[config.mk]
export PLATFORM = sky130hd
export DESIGN_NAME = game_over_ctrl
export DESIGN_NICKNAME = d
export VERILOG_FILES = /design/src/rtl/game_over_ctrl.sv
export SDC_FILE = /design/constraint.sdc
export NUM_CORES = 1
export LEC_CHECK = 0
export CORE_MARGIN = 2
export CORE_UTILIZATION = 40
export CTS_CLUSTER_DIAMETER = 150
export DETAILED_ROUTE_END_ITERATION = 10
export PLACE_DENSITY = 0.66
export SETUP_SLACK_MARGIN = 0.4
export SYNTH_ARGS = -nofsm -noshare
export SYNTH_HDL_FRONTEND = slang
export SYNTH_SLANG_ARGS = --single-unit
[constraint.sdc]
create_clock -name clk -period 5.64 [get_ports clk]
set_clock_uncertainty 0.05 [all_clocks]
set_input_delay 0.846 -clock clk [delete_from_list [all_inputs] [get_ports clk]]
set_output_delay 0.846 -clock clk [all_outputs]
set_load 0.005 [all_outputs]
[src/rtl/game_over_ctrl.sv]
// rtl/game_over_ctrl.sv - game-state controller producing the end-screen hit level
//
// Purpose:
//   Tracks IDLE / RUN / OVER game states. It checks once per frame whether the
//   goose and obstacle bounding boxes overlap, and latches game-over when they
//   do. While in OVER, the jump button is ignored for LOCKOUT_FRAMES frames.
//   After that, a button press restarts the game.
//
// Optional feature (macro GAME_OVER_BLINK_EN):
//   When defined, blink toggles every BLINK_FRAMES frames while in OVER until
//   the lockout expires, and then holds at 1. When undefined, blink is tied
//   to 1 and no blink counter is built.
//
// Ports:
//   clk           in   system/pixel clock
//   reset         in   asynchronous active-high reset
//   frame_tick    in   one-cycle pulse per frame (start of vertical blank)
//   btn_jump      in   jump button level, already synchronised to clk
//   goose_x/y     in   [9:0] goose box left/top edge
//   obs_x/y       in   [9:0] obstacle box left/top edge
//   hit           out  high while in OVER (overlay hit input)
//   running       out  high while in RUN
//   restart_pulse out  one-cycle pulse as running first goes high
//   blink         out  restart-arrow blink enable

module game_over_ctrl #(
    parameter int GOOSE_W        = 16,
    parameter int GOOSE_H        = 20,
    parameter int OBS_W          = 12,
    parameter int OBS_H          = 24,
    parameter int LOCKOUT_FRAMES = 30,
    parameter int BLINK_FRAMES   = 15
) (
    input  logic       clk,
    input  logic       reset,
    input  logic       frame_tick,
    input  logic       btn_jump,
    input  logic [9:0] goose_x,
    input  logic [9:0] goose_y,
    input  logic [9:0] obs_x,
    input  logic [9:0] obs_y,
    output logic       hit,
    output logic       running,
    output logic       restart_pulse,
    output logic       blink
);

    // Elaboration-time parameter range checks
    if (LOCKOUT_FRAMES < 1 || LOCKOUT_FRAMES > 255) begin : gBadLockout
        $error("LOCKOUT_FRAMES out of range 1..255");
    end
    if (BLINK_FRAMES < 1 || BLINK_FRAMES > 255) begin : gBadBlink
        $error("BLINK_FRAMES out of range 1..255");
    end

    typedef enum logic [1:0] {
        IDLE = 2'd0,
        RUN  = 2'd1,
        OVER = 2'd2
    } stateT;

    localparam logic [10:0] gooseW11   = 11'(GOOSE_W);
    localparam logic [10:0] gooseH11   = 11'(GOOSE_H);
    localparam logic [10:0] obsW11     = 11'(OBS_W);
    localparam logic [10:0] obsH11     = 11'(OBS_H);
    localparam logic [7:0]  lockoutMax = 8'(LOCKOUT_FRAMES);

    stateT      state;
    logic       btnPrev;
    logic [7:0] frameCnt;

    logic       press;
    logic       lockoutDone;
    logic       lockoutNext;

    // Zero-extend the positions to 11 bits, so that adding a box size to a
    // position near 1023 cannot wrap back to a small value.
    logic [10:0] gx11, gy11, ox11, oy11;
    logic [10:0] gxEnd, gyEnd, oxEnd, oyEnd;
    logic        overlap;

    assign gx11  = {1'b0, goose_x};
    assign gy11  = {1'b0, goose_y};
    assign ox11  = {1'b0, obs_x};
    assign oy11  = {1'b0, obs_y};
    assign gxEnd = gx11 + gooseW11;
    assign gyEnd = gy11 + gooseH11;
    assign oxEnd = ox11 + obsW11;
    assign oyEnd = oy11 + obsH11;

    // Strict compares: boxes whose edges only touch do not overlap.
    assign overlap = (gx11 < oxEnd) & (ox11 < gxEnd) &
                     (gy11 < oyEnd) & (oy11 < gyEnd);

    assign press       = btn_jump & ~btnPrev;
    assign lockoutDone = (frameCnt == lockoutMax);
    // The next frame tick is the one that finishes the lockout.
    assign lockoutNext = (frameCnt == lockoutMax - 8'd1);

`ifdef GAME_OVER_BLINK_EN
    localparam logic [7:0] blinkLast = 8'(BLINK_FRAMES - 1);
    logic       blinkReg;
    logic [7:0] blinkCnt;
    assign blink = blinkReg;
`else
    assign blink = 1'b1;
`endif

    always_ff @(posedge clk or posedge reset) begin
        if (reset) begin
            state         <= IDLE;
            hit           <= 1'b0;
            running       <= 1'b0;
            restart_pulse <= 1'b0;
            btnPrev       <= 1'b0;
            frameCnt      <= 8'd0;
`ifdef GAME_OVER_BLINK_EN
            blinkReg      <= 1'b1;
            blinkCnt      <= 8'd0;
`endif
        end else begin
            btnPrev       <= btn_jump;
            restart_pulse <= 1'b0;

            case (state)
                IDLE: begin
                    hit     <= 1'b0;
                    running <= 1'b0;
                    if (press) begin
                        state         <= RUN;
                        running       <= 1'b1;
                        restart_pulse <= 1'b1;
                    end
                end

                RUN: begin
                    hit     <= 1'b0;
                    running <= 1'b1;
                    // A collision on this frame takes priority over a press.
                    if (frame_tick && overlap) begin
                        state    <= OVER;
                        hit      <= 1'b1;
                        running  <= 1'b0;
                        frameCnt <= 8'd0;
`ifdef GAME_OVER_BLINK_EN
                        blinkReg <= 1'b1;
                        blinkCnt <= 8'd0;
`endif
                    end
                end

                OVER: begin
                    hit     <= 1'b1;
                    running <= 1'b0;
                    // A qualifying press wins over a frame tick in the same cycle.
                    if (press && lockoutDone) begin
                        state         <= RUN;
                        hit           <= 1'b0;
                        running       <= 1'b1;
                        restart_pulse <= 1'b1;
`ifdef GAME_OVER_BLINK_EN
                        blinkReg      <= 1'b1;
`endif
                    end else if (frame_tick) begin
                        if (!lockoutDone) begin
                            frameCnt <= frameCnt + 8'd1;
                        end
`ifdef GAME_OVER_BLINK_EN
                        // Once the lockout is over, the arrow stays steady.
                        if (lockoutDone || lockoutNext) begin
                            blinkReg <= 1'b1;
                        end else if (blinkCnt == blinkLast) begin
                            blinkReg <= ~blinkReg;
                            blinkCnt <= 8'd0;
                        end else begin
                            blinkCnt <= blinkCnt + 8'd1;
                        end
`endif
                    end
                end

                default: begin
                    state   <= IDLE;
                    hit     <= 1'b0;
                    running <= 1'b0;
                end
            endcase
        end
    end

`ifndef GAME_OVER_BLINK_EN
    // lockoutNext only drives the optional blink logic.
    logic unusedLockoutNext;
    assign unusedLockoutNext = lockoutNext;
`endif

endmodule

# [Word level (Yosys, flattened, before mapping)]
# Cells that the tools add are included.
[totals] register_bits=14 in_bits=44 out_inout_bits=4 elab_cells=52
[op_classes] addsub=5 n_lt_le_gt_ge=4 eq_ne=9 muxes=17 n_bitwise=5 n_reduce_logical=6
[op_table] cell="10-bit by 11-bit < comparator with 1-bit output" n=4
[op_table] cell="10-bit by 5-bit adder with 11-bit output (second input constant)" n=3
[op_table] cell="8-bit 2-to-1 mux" n=4
[op_table] cell="8-bit case mux with 2 select lines" n=1
[op_table] cell="2-bit inequality test (second input constant)" n=6
[op_table] cell="10-bit by 4-bit adder with 11-bit output (second input constant)" n=1
[op_table] cell="8-bit by 1-bit adder with 8-bit output (second input constant)" n=1
[op_table] cell="8-bit by 5-bit == test with 1-bit output (second input constant)" n=1
[op_table] cell="2-bit 2-to-1 mux" n=3
[op_table] cell="2-bit case mux with 3 select lines" n=1
[op_table] cell="1-bit 2-to-1 mux" n=5
[op_table] cell="5-bit AND reduction" n=1
[op_table] cell="1-bit AND" n=4
[op_table] cell="1-bit case mux with 2 select lines" n=2
[op_table] cell="1-bit case mux with 3 select lines" n=1
[op_table] cell="3-bit AND reduction" n=1
[op_table] cell="2-bit by 1-bit == test with 1-bit output (second input constant)" n=1
[op_table] cell="2-bit == test (second input constant)" n=1
[op_table] cell="1-bit logical AND" n=2
[op_table] cell="2-bit zero test" n=1
[op_table] cell="2-bit nonzero test" n=1
[op_table] cell="1-bit inverter" n=1

# [Longest topological paths before layout]
[logic_depth] word_depth=8 ltp_mapped=13 mapped_depth_nobuf=12

# [Worst setup path before layout]
# OpenSTA, ideal clock, no wires.
[synth_timing] kind="input port to flip-flop" from="in obs_x[2]" to="reg frameCnt[1]" setup_time_ns=0.125 arrival_ns=3.117 path_slack_ns=2.349 cell_stages=12 path_cell_list="inv_1 ha_1 nor3_2 xnor2_1 ha_1 a21o_1 a21oi_1 a31oi_1 a311oi_1 nand4_1 a21oi_1 mux2_2"
[synth_between] elab_chain_cells=8
[synth_lines] item="from (decl)" line="40" source="input logic [9:0] obs_x,"
[synth_lines] item="10-bit by 4-bit adder with 11-bit output" line="88" source="assign oxEnd = ox11 + obsW11;"
[synth_lines] item="10-bit by 11-bit < comparator with 1-bit output" line="92" source="assign overlap = (gx11 < oxEnd) & (ox11 < gxEnd) &"
[synth_lines] item="1-bit AND * (2 in series)" line="92"
[synth_lines] item="1-bit AND *" line="93" source="(gy11 < oyEnd) & (oy11 < gyEnd);"
[synth_lines] item="1-bit logical AND *" line="140" source="if (frame_tick && overlap) begin"
[synth_lines] item="2-bit inequality test (no line) *"
[synth_lines] item="5-bit AND reduction (no line) *"
[synth_lines] item="to (signal assigned)" line="166" source="frameCnt <= frameCnt + 8'd1;"
[synth_lines] item="to (decl)" line="70" source="logic [7:0] frameCnt;"
# Every way passes the cells marked *; elsewhere a longest branch is shown, timed or not.
# A chain may end at the register's enable or synchronous reset.

# [Final worst setup path]
# Same ends and word-level chain as after synthesis.

==> impl_metrics.tcl <==
set metrics [dict create \
    status "completed" \
    cts_tree "built" \
    hold_buffers 0 \
    yosys_warnings 0 \
    hp-class "reg2reg" \
    synth_seq_cells 14 \
    grt_usage_pct 16.85 \
    yosysSeqAreaShare_pct 16.76 \
    worst_slew_pin_slew_ns 0.5467 \
    timing.hold.ws_ns 0.4815 \
    min_to "frameCnt[4]" \
    grt_pass1_wl_um 8369 \
    grt-ovfl-total 0 \
    fin_cells 369 \
    drc 0 \
    fin_crit_sh_pct 74.80 \
    clk_pin_slew_ns 0.06 \
    area_growth_pct 26.93 \
    synth_top_cell_by_area "ha_1" \
    routed_via_density 5.322 \
    r2r_setup_slack_ns 3.28 \
    cts_buffer_depth 2 \
    drt_iter0_drc 81 \
    gpl.final_weighted_congestion 0.8762 \
    grt_max_degree 15 \
    startpoint_type "primary input" \
    slew_viol_final 0 \
    async_reset_ff_share_pct 100.0 \
    netlist_top_cells_area "ha_1 (28%), dfrtp_1 (17%), xor2_1 (5.4%)" \
    hold_path.startpoint "frameCnt[4]" \
    htree_levels 1 \
    reg2reg_to "frameCnt[1]" \
    cts_buffers 3 \
    insertion_delay_ns 0.25 \
    ctsResizeCount 0 \
    syn_nets 344 \
    drive_gt1_share_pct 3.344 \
    fp-row-count 26 \
    ys_types 51 \
    drt-pass1-iter-count 4 \
    coreArea_um2 5075 \
    drv_cap 0 \
    antenna_cells 0 \
    layout.nets 391 \
    critPathArrivalTime_ns 4.30 \
    worstPathRequired_ns 5.72 \
    wl_per_cell_um 12.70 \
    ant_nets 0 \
    synth_edf_count 0 \
    finalSetupViolCount 0 \
    r2r_cells 6 \
    postCtsSetupRepairBufs 0 \
    holdPathStages 2 \
    grt_pass1_vias 1935 \
    antenna_found_initial 0 \
    wl_um 4686 \
    fin_tns_setup_ns 0 \
    dp.cells 366 \
    synthFlopType "dfrtp_1" \
    io_buffers 46 \
    avgSynthCellArea_um2 8.231 \
    crit_type "in2reg" \
    fin_crit_ns 4.219 \
    finalPower_mw 0.5109 \
    dieWidth_um 76.30 \
    power_density_nw_per_um2 192.5 \
    r2r-start "state[0]" \
    vias 1964 \
    synth_area_um2 2091 \
    crit_path_end_kind "flip-flop" \
    ios 48 \
    initial_core_util_pct 41.20 \
    die-height_um 76.30 \
    fmax_mhz 237.0 \
    synthCells 254 \
    cp_max_fo 13 \
    timing.final.hold_violations 0 \
    place_hpwl_um 3959 \
    cts-root-buf "clkbuf_8" \
    yosysTopAreaCellShare_pct 27.53 \
    dieArea_um2 5821 \
    rsz0062_at_grt "no" \
    p_leak_nw 1.203 \
    ir_worst_vdd_mv 0.08934 \
    cts.sinks 14 \
    slew_headroom_pct 63.31 \
]
-- cells by family (layout without fill, tap and decap cells) --
group	after synthesis	count (layout)	share of synthesized area [%]
adder cells (fa/ha/maj)	46	46	27.53
other	1	1	0.1794
AO/OA/AOI/OAI	68	68	22.26
buffers and inverters	29	74	5.745
XOR/XNOR	21	21	8.797
flip-flops	14	14	16.76
AND/OR/NAND/NOR	73	73	17.71
multiplexers	2	2	1.017
-- cells in the mapped netlist, types with 2 or more instances --
cell / n
a21oi_1: 20
a221oi_1: 2
and3_1: 4
o22ai_1: 3
a211o_1: 2
o21a_1: 3
a31oi_1: 2
nand2_1: 15
nand4_1: 5
o2111ai_1: 2
xnor2_1: 8
o21ai_0: 11
ha_1: 46
nor2_1: 15
inv_1: 25
nor3_1: 2
dfrtp_1: 14
xor2_1: 13
a211oi_1: 5
nand3_1: 15
o21ai_1: 2
a21o_1: 4
nor2b_1: 4
clkbuf_1: 2
nand2b_1: 4
-- per-layer routing --
metal  track usage (%)  wire length [µm]  up-vias
li1                  -                 -     1016
met1             21.38              2156      899
met2             30.53              2332       44
met3             1.540               145        5
met4             4.364                51        0
met5                 0                 0        -
-- layout make-up --
| class | instances | area (µm²) |
|---|---|---|
| Timing Repair Buffer | 46 | 460.4 |
| Inverter | 25 | 93.84 |
| Clock buffer | 3 | 41.29 |
| Multi-Input combinational cell | 211 | 1620 |
| Sequential cell | 14 | 350.3 |
| Tap cell | 70 | 87.58 |
| Fill cell | 501 | 2421 |
-- worst max-delay path by stage --
stage / startpoint / end / slack (ns) / cells after the start
floorplan: obs_x[2] / frameCnt[1] / 2.35 / 12
detailed placement: obs_x[2] / frameCnt[1] / 1.14 / 13
global placement: obs_x[2] / frameCnt[1] / 1.32 / 13
global route: obs_x[2] / frameCnt[1] / 1.13 / 13
CTS: obs_x[2] / frameCnt[1] / 1.40 / 13
finish: obs_x[2] / frameCnt[1] / 1.42 / 13
-- power breakdown --
group          internal [mW]  switching [mW]
combinational          0.137           0.163
sequential             0.117          0.0107
clock                 0.0473          0.0357
total                  0.302           0.209
-- metrics by stage --
| stage | instance area [µm²] | util (%) | setup slack [ns] |
|---|---|---|---|
| floorplan | 2091 | - | 2.349 |
| global placement | 2613 | 51.48 | 1.316 |
| detailed placement | 2613 | 51.48 | 1.142 |
| CTS | 2654 | 52.29 | 1.402 |
| global route | 2654 | 52.29 | 1.132 |
| finish | 2654 | 52.29 | 1.421 |
-- state kept, by name (all words and copies together) (netlist names) --
| register | flops |
|---|---|
| frameCnt | 8 |
| state | 2 |
| btnPrev | 1 |
| hit | 1 |
| restart_pulse | 1 |
| running | 1 |
-- critical path, stage by stage --
cell	delay (ns)
clkdlybuf4s50_1	0.55
inv_1	0.07
ha_1	0.24
nor3_2	0.29
xnor2_1	0.16
ha_1	0.26
a21o_1	0.17
a21oi_1	0.16
a31oi_1	0.06
a311oi_1	0.20
nand4_1	0.45
a21oi_1	0.47
mux2_2	0.38
-- layout by cell type (no fill, tap or decap), types with 2 or more instances in the layout --
cell / netlist / layout
o21ai_1: 2 / 2
nor2b_1: 4 / 4
nand2b_1: 4 / 4
and3_1: 4 / 4
nand2_1: 15 / 15
o2111ai_1: 2 / 2
nand4_1: 5 / 5
dfrtp_1: 14 / 14
a21oi_1: 20 / 20
xor2_1: 13 / 13
a21o_1: 4 / 4
o22ai_1: 3 / 3
nand3_1: 15 / 15
nor2_1: 15 / 15
clkdlybuf4s50_1: 0 / 46
a221oi_1: 2 / 2
xnor2_1: 8 / 8
o21ai_0: 11 / 11
clkbuf_8: 0 / 3
ha_1: 46 / 46
o21a_1: 3 / 3
inv_1: 25 / 25
a211oi_1: 5 / 5
nor3_1: 2 / 2
a31oi_1: 2 / 2
a211o_1: 2 / 2
No activity file was read; power rests on OpenSTA's default activity.
